File: config.mk
export PLATFORM = sky130hd
export DESIGN_NAME = comparator_pipe_flat
export DESIGN_NICKNAME = d
export VERILOG_FILES = /design/src/rtl/comparator_pkg.sv /design/src/rtl/comparator_pipe_if.sv /design/src/rtl/comparator_pipe_cmp_stage.sv /design/src/rtl/comparator_pipe.sv /design/src/flat_wrapper.sv
export SDC_FILE = /design/constraint.sdc
export NUM_CORES = 1
export LEC_CHECK = 0
export ABC_AREA = 1
export CAP_MARGIN = 20
export CORE_MARGIN = 4
export CORE_UTILIZATION = 59
export CTS_BUF_LIST = sky130_fd_sc_hd__clkbuf_16
export DETAILED_ROUTE_END_ITERATION = 8
export HOLD_SLACK_MARGIN = 0.15
export PLACE_DENSITY_LB_ADDON = 0.1
export SLEW_MARGIN = 30
export SYNTH_ARGS = -nofsm -noshare
export SYNTH_HDL_FRONTEND = slang
export SYNTH_HIERARCHICAL = 1
export SYNTH_SLANG_ARGS = --single-unit
File: constraint.sdc
create_clock -name clk -period 1.85 [get_ports clk]
set_input_delay 0.4625 -clock clk [delete_from_list [all_inputs] [get_ports clk]]
set_output_delay 0.4625 -clock clk [all_outputs]
set_load 0.05 [all_outputs]
File: src/rtl/comparator_pkg.sv
// comparator_pkg: shared result/status types and the per-chunk resolve function.
package comparator_pkg;
  localparam int MAX_CHUNK = 32;
  typedef enum logic [1:0] {CMP_LT, CMP_EQ, CMP_GT} cmp_res_t;
  typedef struct packed {
    logic decided;
    logic lt;
    logic gt;
  } status_t;
  function automatic status_t chunk_cmp(input status_t st, input logic [MAX_CHUNK-1:0] ca, input logic [MAX_CHUNK-1:0] cb);
    return (!st.decided && ca != cb) ? status_t'{decided: 1'b1, lt: ca < cb, gt: ca > cb} : st;
  endfunction
endpackage

File: src/rtl/comparator_pipe_if.sv
// comparator_pipe_if: operand/result stream handshake bundle.
interface comparator_pipe_if #(parameter int WIDTH = 16);
  logic in_valid, in_ready, is_signed, out_valid, out_ready, alb, aeb, agb;
  logic [WIDTH-1:0] a, b;
  modport master(output in_valid, a, b, is_signed, out_ready, input in_ready, out_valid, alb, aeb, agb);
  modport slave(input in_valid, a, b, is_signed, out_ready, output in_ready, out_valid, alb, aeb, agb);
endinterface

File: src/rtl/comparator_pipe_cmp_stage.sv
// cmp_stage: resolves one chunk into the running status and registers it, holding on stall.
module cmp_stage import comparator_pkg::*; #(
  parameter int WIDTH = 16,
  parameter int CHUNK = 4,
  parameter int IDX = 0,
  parameter bit TOP = 1'b0
) (
  input  logic             clk,
  input  logic             rst_n,
  input  logic             hold,
  input  logic             v_i,
  input  logic             sgn_i,
  input  logic [WIDTH-1:0] a_i,
  input  logic [WIDTH-1:0] b_i,
  input  status_t          st_i,
  output logic             v_q,
  output logic [WIDTH-1:0] a_q,
  output logic [WIDTH-1:0] b_q,
  output status_t          st_q
);
  logic v_d;
  logic [WIDTH-1:0] a_d, b_d;
  status_t st_d;
  logic [CHUNK-1:0] ca, cb, flip;
  // Inverting the sign bit of the top chunk maps two's-complement order onto unsigned order.
  always_comb begin
    flip = '0;
    flip[CHUNK-1] = TOP && sgn_i;
    ca = a_i[IDX*CHUNK +: CHUNK] ^ flip;
    cb = b_i[IDX*CHUNK +: CHUNK] ^ flip;
    v_d = hold ? v_q : v_i;
    a_d = hold ? a_q : a_i;
    b_d = hold ? b_q : b_i;
    st_d = hold ? st_q : chunk_cmp(st_i, MAX_CHUNK'(ca), MAX_CHUNK'(cb));
  end
  always_ff @(posedge clk or negedge rst_n) begin
    if (!rst_n) begin
      v_q <= 1'b0;
      a_q <= '0;
      b_q <= '0;
      st_q <= '0;
    end else begin
      v_q <= v_d;
      a_q <= a_d;
      b_q <= b_d;
      st_q <= st_d;
    end
  end
endmodule

File: src/rtl/comparator_pipe.sv
// comparator_pipe: pipelined MSB-first magnitude comparator with saturating result counters.
module comparator_pipe import comparator_pkg::*; #(
  parameter int WIDTH = 16,
  parameter int CHUNK = 4,
  parameter int CNT_W = 16
) (
  input  logic               clk,
  input  logic               rst_n,
  comparator_pipe_if.slave   io,
  input  logic               clr,
  output logic [CNT_W-1:0]   cnt_lt,
  output logic [CNT_W-1:0]   cnt_eq,
  output logic [CNT_W-1:0]   cnt_gt
);
  localparam int CH = CHUNK < 1 ? 1 : CHUNK;
  localparam int NST = WIDTH / CH;
  if (CHUNK < 1 || CHUNK > MAX_CHUNK || WIDTH % CH != 0) begin : g_bad
    $error("comparator_pipe: WIDTH must be a multiple of CHUNK, CHUNK in 1..%0d", MAX_CHUNK);
  end
  logic stall, deliver;
  logic v [NST];
  logic [WIDTH-1:0] a_s [NST];
  logic [WIDTH-1:0] b_s [NST];
  status_t st [NST];
  cmp_res_t res;
  logic [CNT_W-1:0] cnt_lt_d, cnt_eq_d, cnt_gt_d, cnt_lt_q, cnt_eq_q, cnt_gt_q;
  for (genvar k = 0; k < NST; k++) begin : g_st
    logic vi;
    logic [WIDTH-1:0] ai, bi;
    status_t sti;
    if (k == 0) begin : g_in
      assign vi = io.in_valid;
      assign ai = io.a;
      assign bi = io.b;
      assign sti = '0;
    end else begin : g_in
      assign vi = v[k-1];
      assign ai = a_s[k-1];
      assign bi = b_s[k-1];
      assign sti = st[k-1];
    end
    cmp_stage #(.WIDTH(WIDTH), .CHUNK(CH), .IDX(NST-1-k), .TOP(k == 0)) u_stage (
      .clk(clk), .rst_n(rst_n), .hold(stall), .v_i(vi), .sgn_i(io.is_signed),
      .a_i(ai), .b_i(bi), .st_i(sti),
      .v_q(v[k]), .a_q(a_s[k]), .b_q(b_s[k]), .st_q(st[k])
    );
  end
  assign stall = v[NST-1] && !io.out_ready;
  assign io.in_ready = !stall;
  assign io.out_valid = v[NST-1];
  assign io.alb = io.out_valid && res == CMP_LT;
  assign io.aeb = io.out_valid && res == CMP_EQ;
  assign io.agb = io.out_valid && res == CMP_GT;
  assign cnt_lt = cnt_lt_q;
  assign cnt_eq = cnt_eq_q;
  assign cnt_gt = cnt_gt_q;
  // A status still undecided after the last chunk means the operands are equal.
  always_comb begin
    res = st[NST-1].lt ? CMP_LT : st[NST-1].gt ? CMP_GT : CMP_EQ;
    deliver = io.out_valid && io.out_ready;
    cnt_lt_d = clr ? '0 : cnt_lt_q + CNT_W'(deliver && res == CMP_LT && cnt_lt_q != '1);
    cnt_eq_d = clr ? '0 : cnt_eq_q + CNT_W'(deliver && res == CMP_EQ && cnt_eq_q != '1);
    cnt_gt_d = clr ? '0 : cnt_gt_q + CNT_W'(deliver && res == CMP_GT && cnt_gt_q != '1);
  end
  always_ff @(posedge clk or negedge rst_n) begin
    if (!rst_n) begin
      cnt_lt_q <= '0;
      cnt_eq_q <= '0;
      cnt_gt_q <= '0;
    end else begin
      cnt_lt_q <= cnt_lt_d;
      cnt_eq_q <= cnt_eq_d;
      cnt_gt_q <= cnt_gt_d;
    end
  end
endmodule
File: src/flat_wrapper.sv
// flat-port wrapper written by rule: the top's interface ports become plain ports
module comparator_pipe_flat import comparator_pkg::*;
#(
  parameter int WIDTH = 16,
  parameter int CHUNK = 4,
  parameter int CNT_W = 16
)
  (clk, rst_n, clr, cnt_lt, cnt_eq, cnt_gt, io_in_valid, io_a, io_b, io_is_signed, io_out_ready, io_in_ready, io_out_valid, io_alb, io_aeb, io_agb);
  comparator_pipe_if #(.WIDTH(WIDTH)) io_i ();
  input  logic clk;
  input  logic rst_n;
  input  logic clr;
  output logic [CNT_W-1:0] cnt_lt;
  output logic [CNT_W-1:0] cnt_eq;
  output logic [CNT_W-1:0] cnt_gt;
  input wire logic [$bits(io_i.in_valid)-1:0] io_in_valid;
  input wire logic [$bits(io_i.a)-1:0] io_a;
  input wire logic [$bits(io_i.b)-1:0] io_b;
  input wire logic [$bits(io_i.is_signed)-1:0] io_is_signed;
  input wire logic [$bits(io_i.out_ready)-1:0] io_out_ready;
  output wire logic [$bits(io_i.in_ready)-1:0] io_in_ready;
  output wire logic [$bits(io_i.out_valid)-1:0] io_out_valid;
  output wire logic [$bits(io_i.alb)-1:0] io_alb;
  output wire logic [$bits(io_i.aeb)-1:0] io_aeb;
  output wire logic [$bits(io_i.agb)-1:0] io_agb;
  assign io_i.in_valid = io_in_valid;
  assign io_i.a = io_a;
  assign io_i.b = io_b;
  assign io_i.is_signed = io_is_signed;
  assign io_i.out_ready = io_out_ready;
  assign io_in_ready = io_i.in_ready;
  assign io_out_valid = io_i.out_valid;
  assign io_alb = io_i.alb;
  assign io_aeb = io_i.aeb;
  assign io_agb = io_i.agb;
  comparator_pipe #(.WIDTH(WIDTH), .CHUNK(CHUNK), .CNT_W(CNT_W)) u_core (.clk(clk), .rst_n(rst_n), .io(io_i), .clr(clr), .cnt_lt(cnt_lt), .cnt_eq(cnt_eq), .cnt_gt(cnt_gt));
endmodule
==> out/metrics.yaml, run 1 <==
setup_path:
  path_delay_family: "simple AND/OR/NAND/NOR gates"
  critPathMaxStageDelay_ns: 0.47
  cp-start-kind: "register"
  critical_path_class: "reg -> reg"
  path_cells: "nor3_4 -> nand2_2 -> nor2_4 -> ha_4 -> nand2_4 -> inv_2 -> nand2_2 -> nor2_4 -> nand2_2 -> nand2_2 -> inv_2 -> nor2_2"
  cp-end-kind: "register"
  cp.arrival_ns: 2.18
  cp_slowest_cell: "dfrtp_2"
  crit_fanout: 5
  critical_path_buf_inv_count: 2
  required_ns: 2.14
  cp_common_cell: "nand2_2"
layout:
  utilization_pct: 80.01
  n_antenna_cell: 0
  fin_area_um2: 7820
  fin_nets: 995
  final_cells: 1073
  area_growth_pct: 31.58
  drive_gt1_share_pct: 28.83
routing:
  drc: 0
  first_iter_violations: 263
  routed_wl_um: 14280
  routedWlPerCell_um: 13.31
  via_count: 5430
  via_per_inst: 5.061
  drtPass1Iterations: 6
  postRouteAntennaNets: 0
logic_synthesis:
  synth_area_per_cell_um2: 7.561
  synthCells: 786
  netlist_area_um2: 5943
  yosys_warnings: 6
sta:
  drv_slew: 0
  fin_skew_ns: 0.007316
  setup_viol: 7
  rsz0062_at_grt: "true"
  setup-tns-final_ns: -0.1605
  fmax_ghz: 0.5274
  hold_viol_final: 0
  period_minus_slack_ns: 1.896
  setup_slack_ns: -0.04611
  min_period_over_period_pct: 102.5
grt:
  grt_pass1_vias: 5173
  grt_pass1_wl_um: 21950
  antenna_found_initial: 0
  grt_max_degree: 69
  grt_remaining_overflow: 0
  track_usage_pct: 23.31
run_status:
  violations: "negative setup slack"
  status: "finished, violations left"
power:
  vdd_drop_max_mv: 0.6775
  power_density_nw_per_um2: 927.4
  p_leak_nw: 4.220
floorplan:
  row_count: 36
  die_area_um2: 11740
  die_h_um: 108.4
  core_um2: 9774
  die_x_um: 108.4
  io_pins: 91
  start_util_pct: 60.80
clocking:
  cts_buffers: 9
  cts_root_buffer: "clkbuf_16"
  cts_buffer_depth: 2
  clk_latency_ns: 0.35
  cts_tree: "yes"
  htree_levels: 3
  path_clk_slew_ns: 0.08
  cts_sinks: 111
placement:
  placed_cell_area_um2: 7158
  place_congestion: 0.9344
  dpl.hpwl_um: 9631
  port_buffers: 90
  placed_cells_incl_taps: 1027
  place_ws_ns: -0.3205
hold_path:
  min_path_type: "reg -> reg"
flow_run:
  max_cap_violations: 0
stage by stage:
stage                     hold WS [ns]  power, W
after global routing            0.4939  0.007766
after CTS                       0.4726  0.007157
final                           0.4706  0.007252
after global placement          0.4538  0.005238
after floorplan                 0.1669  0.004750
after detailed placement        0.4537  0.005352
registers in the layout (all words and copies together), names as in the netlist:
register	cells
u_core/cnt_eq	16
u_core/cnt_gt	16
u_core/g_st.u_stage/b_q	24
u_core/cnt_lt	16
u_core/g_st.u_stage/a_q	24
u_core/g_st.u_stage/st_q	11
u_core/g_st.u_stage/v_q	4
power breakdown:
part / total (W) / internal (W) / switching, W
clock: 0.00180 / 0.000912 / 0.000893
combinational: 0.00221 / 0.000870 / 0.00134
sequential: 0.00324 / 0.00292 / 0.000319
cell usage in the layout, fill, tap and decap left out, drive strengths merged:
cell type and n:
nand3 23, buf 126, nor2 107, inv 102, o21bai 5, nor3 7, ha 22, xor2 4
clkinv 3, o21ai 15, clkbuf 9, nand2 324, a21oi 18, conb 4, dfrtp 111, nand4 11
dlygate4sd3 1, dlygate4sd2 1, a31oi 5, xnor2 4, clkdlybuf4s50 35, clkinvlp 3
per-layer routing:
layer / up-vias / part of all wire, % / GRT usage, %
li1: 2675 / - / -
met1: 2533 / 40 / 26.37
met2: 189 / 53 / 43.03
met3: 33 / 5.4 / 4.358
met4: 0 / 2.3 / 9.558
met5: - / 0 / 0
layout make-up:
class                      instances  area [um^2]
sequential                       111         2810
inverter                         101        379.1
tap                              133        166.4
multi-input combinational        549         2794
clock inverter                     7        47.55
timing repair buffer             163         1398
clock buffer                       9        225.2
fill                             659         1954
path summary, 6_finish.rpt:
check                                                from                            end  slack [ns]  cells past startpoint
max in group asynchronous                           rst_n  u_core/g_st[1].u_stage/b_q[4]        0.87                      3
setup reg to reg           u_core/g_st[3].u_stage/st_q[1]              u_core/cnt_eq[10]       -0.05                     12
hold / removal              u_core/g_st[0].u_stage/a_q[4]  u_core/g_st[1].u_stage/a_q[4]        0.47                      2
setup / recovery           u_core/g_st[3].u_stage/st_q[1]              u_core/cnt_eq[10]       -0.05                     12
min in group asynchronous                           rst_n               u_core/cnt_lt[8]        0.64                      3
hold reg to reg             u_core/g_st[0].u_stage/a_q[4]  u_core/g_st[1].u_stage/a_q[4]        0.47                      2
what timing repair did:
action | CTS | global route
endpoints found under the setup margin | 1 | 37
pin swaps | 1 | 36
setup buffers | 0 | 29
resized for setup | 1 | 49
endpoints found under the hold margin | 45 | 0
hold buffers | 1 | 0
worst register-to-register path, stage by stage, from the launching register on:
cell and delay, ns:
dfrtp_2 0.47, nor3_4 0.21, nand2_2 0.10, nor2_4 0.20
ha_4 0.19, nand2_4 0.07, inv_2 0.07, nand2_2 0.07
nor2_4 0.20, nand2_2 0.09, nand2_2 0.07, inv_2 0.03
nor2_2 0.07
Power figures use the tool's default switching activity.
==> inputs of run 2 (changes only) <==
--- a/config.mk
+++ b/config.mk
@@ -8,13 +8,13 @@
 export ABC_AREA = 1
 export CAP_MARGIN = 20
 export CORE_MARGIN = 4
-export CORE_UTILIZATION = 59
+export CORE_UTILIZATION = 54
 export CTS_BUF_LIST = sky130_fd_sc_hd__clkbuf_16
 export DETAILED_ROUTE_END_ITERATION = 8
 export HOLD_SLACK_MARGIN = 0.15
 export PLACE_DENSITY_LB_ADDON = 0.1
+export REMOVE_ABC_BUFFERS = 1
 export SLEW_MARGIN = 30
 export SYNTH_ARGS = -nofsm -noshare
 export SYNTH_HDL_FRONTEND = slang
-export SYNTH_HIERARCHICAL = 1
 export SYNTH_SLANG_ARGS = --single-unit
==> out/metrics.yaml, run 2 <==
logic_synthesis:
  netlist_area_um2: 5600
  synth_common_cells: "214 x nand2_1, 111 x dfrtp_1, 91 x nor2_1, 88 x inv_1, 34 x o21ai_1"
  yosys_warnings: 0
  ys_seq_elements: 111
  synth.yosys.seq_area_share_pct: 49.60
  synthCells: 714
  synth_edf_count: 0
  ys_top_cells_by_area: "dfrtp_1 50%, nand2_1 14%, nor2_1 6.1%"
  yosys.cell_types.count: 29
  synth_top_area_cell: "dfrtp_1"
  synth_top_area_share_pct: 49.60
  synth.most_common_cell: "nand2_1"
  synthArstFlopShare_pct: 100.0
  ys.flop_type: "dfrtp_1"
  synth_area_per_cell_um2: 7.844
power:
  internal-power_w: 0.004911
  p_leak_nw: 3.899
  pwr-share-clk_pct: 25.0
  p_switching_w: 0.002687
  seqPwrFrac_pct: 42.7
  vdd_drop_max_mv: 0.6520
  power_density_nw_per_um2: 995.6
  p_comb_share_pct: 32.2
  switching_share_pct: 35.37
floorplan:
  die_h_um: 109.8
  io_pins: 91
  row_count: 36
  core_um2: 9955
  die_x_um: 109.8
  die_area_um2: 12060
  start_util_pct: 56.26
grt:
  grt_pass1_wl_um: 21340
  grt_pass1_vias: 4787
  grt_max_degree: 52
  grt_remaining_overflow: 0
  antenna_found_initial: 0
  track_usage_pct: 22.38
setup_path:
  cp.arrival_ns: 2.05
  critical_path_class: "reg -> reg"
  cp-end-kind: "register"
  reg2reg_from: "u_core.cnt_lt[9]"
  crit_fanout: 5
  reg2reg_slack_ns: 0.05
  cp-start-kind: "register"
  required_ns: 2.09
  crit_start: "u_core.cnt_lt[9]"
placement:
  port_buffers: 90
  placed_cells_incl_taps: 999
  place_congestion: 0.9874
  dpl.hpwl_um: 9622
sta:
  drv_slew: 0
  hold_viol_final: 0
  period_minus_slack_ns: 1.804
  rsz0062_at_grt: "true"
  fmax_ghz: 0.5543
  min_period_over_period_pct: 97.52
  setup_viol: 0
  holdWs_ns: 0.4806
  slew_headroom_pct: 69.63
  fin_skew_ns: 0.006316
  tightestPinTransition_ns: 0.4555
layout:
  multi_input_area_um2: 2496
  n_antenna_cell: 0
  final_cells: 1028
  area_growth_pct: 36.26
  final_cell_mix: "206 x nand2_1, 137 x buf_4, 109 x dfrtp_1, 87 x inv_1, 85 x nor2_1"
  top_regs: "u_core.g_st.u_stage.a_q x24, u_core.g_st.u_stage.b_q x24"
  register_area_um2: 2780
  filler_cell_count: 733
  fin_nets: 950
  drive_gt1_share_pct: 24.80
  final_common_cell: "nand2_1"
run_status:
  status: "completed"
routing:
  routed_wl_um: 13270
  via_count: 5139
  drc: 0
  postRouteAntennaNets: 0
  via_per_inst: 4.999
  first_iter_violations: 179
  drtPass1Iterations: 5
  routedWlPerCell_um: 12.90
clocking:
  cts_tree: "yes"
  htree_levels: 3
  clk_latency_ns: 0.35
  cts_sinks: 111
  path_clk_slew_ns: 0.08
  cts_buffers: 9
  cts_buffer_depth: 2
  cts_root_buffer: "clkbuf_16"
hold_path:
  min_path_type: "reg -> reg"
  hp-start: "u_core.g_st[2].u_stage.v_q"
flow_run:
  max_cap_violations: 0
## run 2: critical path: stages (launching register included)
cell and delay [ns]:
dfrtp_1 0.43, nand2_2 0.07, nor2_1 0.12, nand2_1 0.09, nor2_1 0.17, nor2_1 0.09, ha_2 0.21, nand2_4 0.11
nor2_4 0.06, nand2_2 0.10, xor2_1 0.17, nor2_1 0.05
## run 2: layout make-up
type                            count  area share, %
Clock buffer                        9          2.951
Clock inverter                      7         0.7870
Inverter                           92          4.525
Multi-Input combinational cell    494          32.71
Sequential cell                   111          36.43
Tap cell                          133          2.181
Timing Repair Buffer              182          20.41
## run 2: through the flow
step / cell area [um^2] / power (W) / utilization (%) / worst slack, ns / setup TNS, ns
after global placement: 7132 / 0.005602 / 71.64 / -0.2791 / -13.56
after global routing: 7631 / 0.008125 / 76.66 / -0.06673 / -0.3968
after detailed placement: 7132 / 0.005707 / 71.64 / -0.3534 / -16.57
after CTS: 7426 / 0.007619 / 74.60 / -0.03925 / -0.1962
after floorplan: 5507 / 0.004747 / - / -1.278 / -59.04
final: 7631 / 0.007598 / 76.66 / 0.04584 / 0
## run 2: worst paths after layout
check / to / depth (start not counted)
worst min-delay path: u_core.g_st[3].u_stage.v_q / 1
max in group asynchronous: u_core.cnt_lt[5] / 3
worst min register to register: u_core.g_st[3].u_stage.v_q / 1
min in group asynchronous: u_core.cnt_gt[9] / 2
worst max register to register: u_core.cnt_lt[7] / 11
worst max-delay path: u_core.cnt_lt[7] / 11
## run 2: metal layers
layer	up-vias	track usage, %	routed length (um)
li1	2571	-	-
met1	2417	30.11	6063
met2	135	36.83	6310
met3	16	4.052	716
met4	0	7.035	174
met5	-	0	0
## run 2: what timing repair did
action | 4_1_cts | 5_1_grt
hold endpoints to repair | 31 | 0
pin swaps | 0 | 22
hold buffers | 1 | 0
resized for setup | 1 | 34
setup buffers | 0 | 12
endpoints found under the setup margin | 9 | 41
## run 2: cells by family (layout without fill, tap and decap cells)
family / Yosys count / after routing / synth area share [%]
and+or+nand+nor: 379 / 379 / 28.58
DFF: 111 / 111 / 49.60
buffers and inverters: 109 / 290 / 7.842
AOI/OAI and AO/OA: 86 / 86 / 7.976
adders and majority gates: 22 / 22 / 4.915
xor gates and xnor gates: 7 / 7 / 1.095
## run 2: power by group through the flow
stage	combinational, W	clock, W	sequential, W
after global placement	0.00234	0	0.00326
after global routing	0.00279	0.00203	0.00331
final	0.00245	0.00190	0.00325
after CTS	0.00246	0.00193	0.00323
after detailed placement	0.00243	0	0.00327
after floorplan	0.00141	0	0.00333
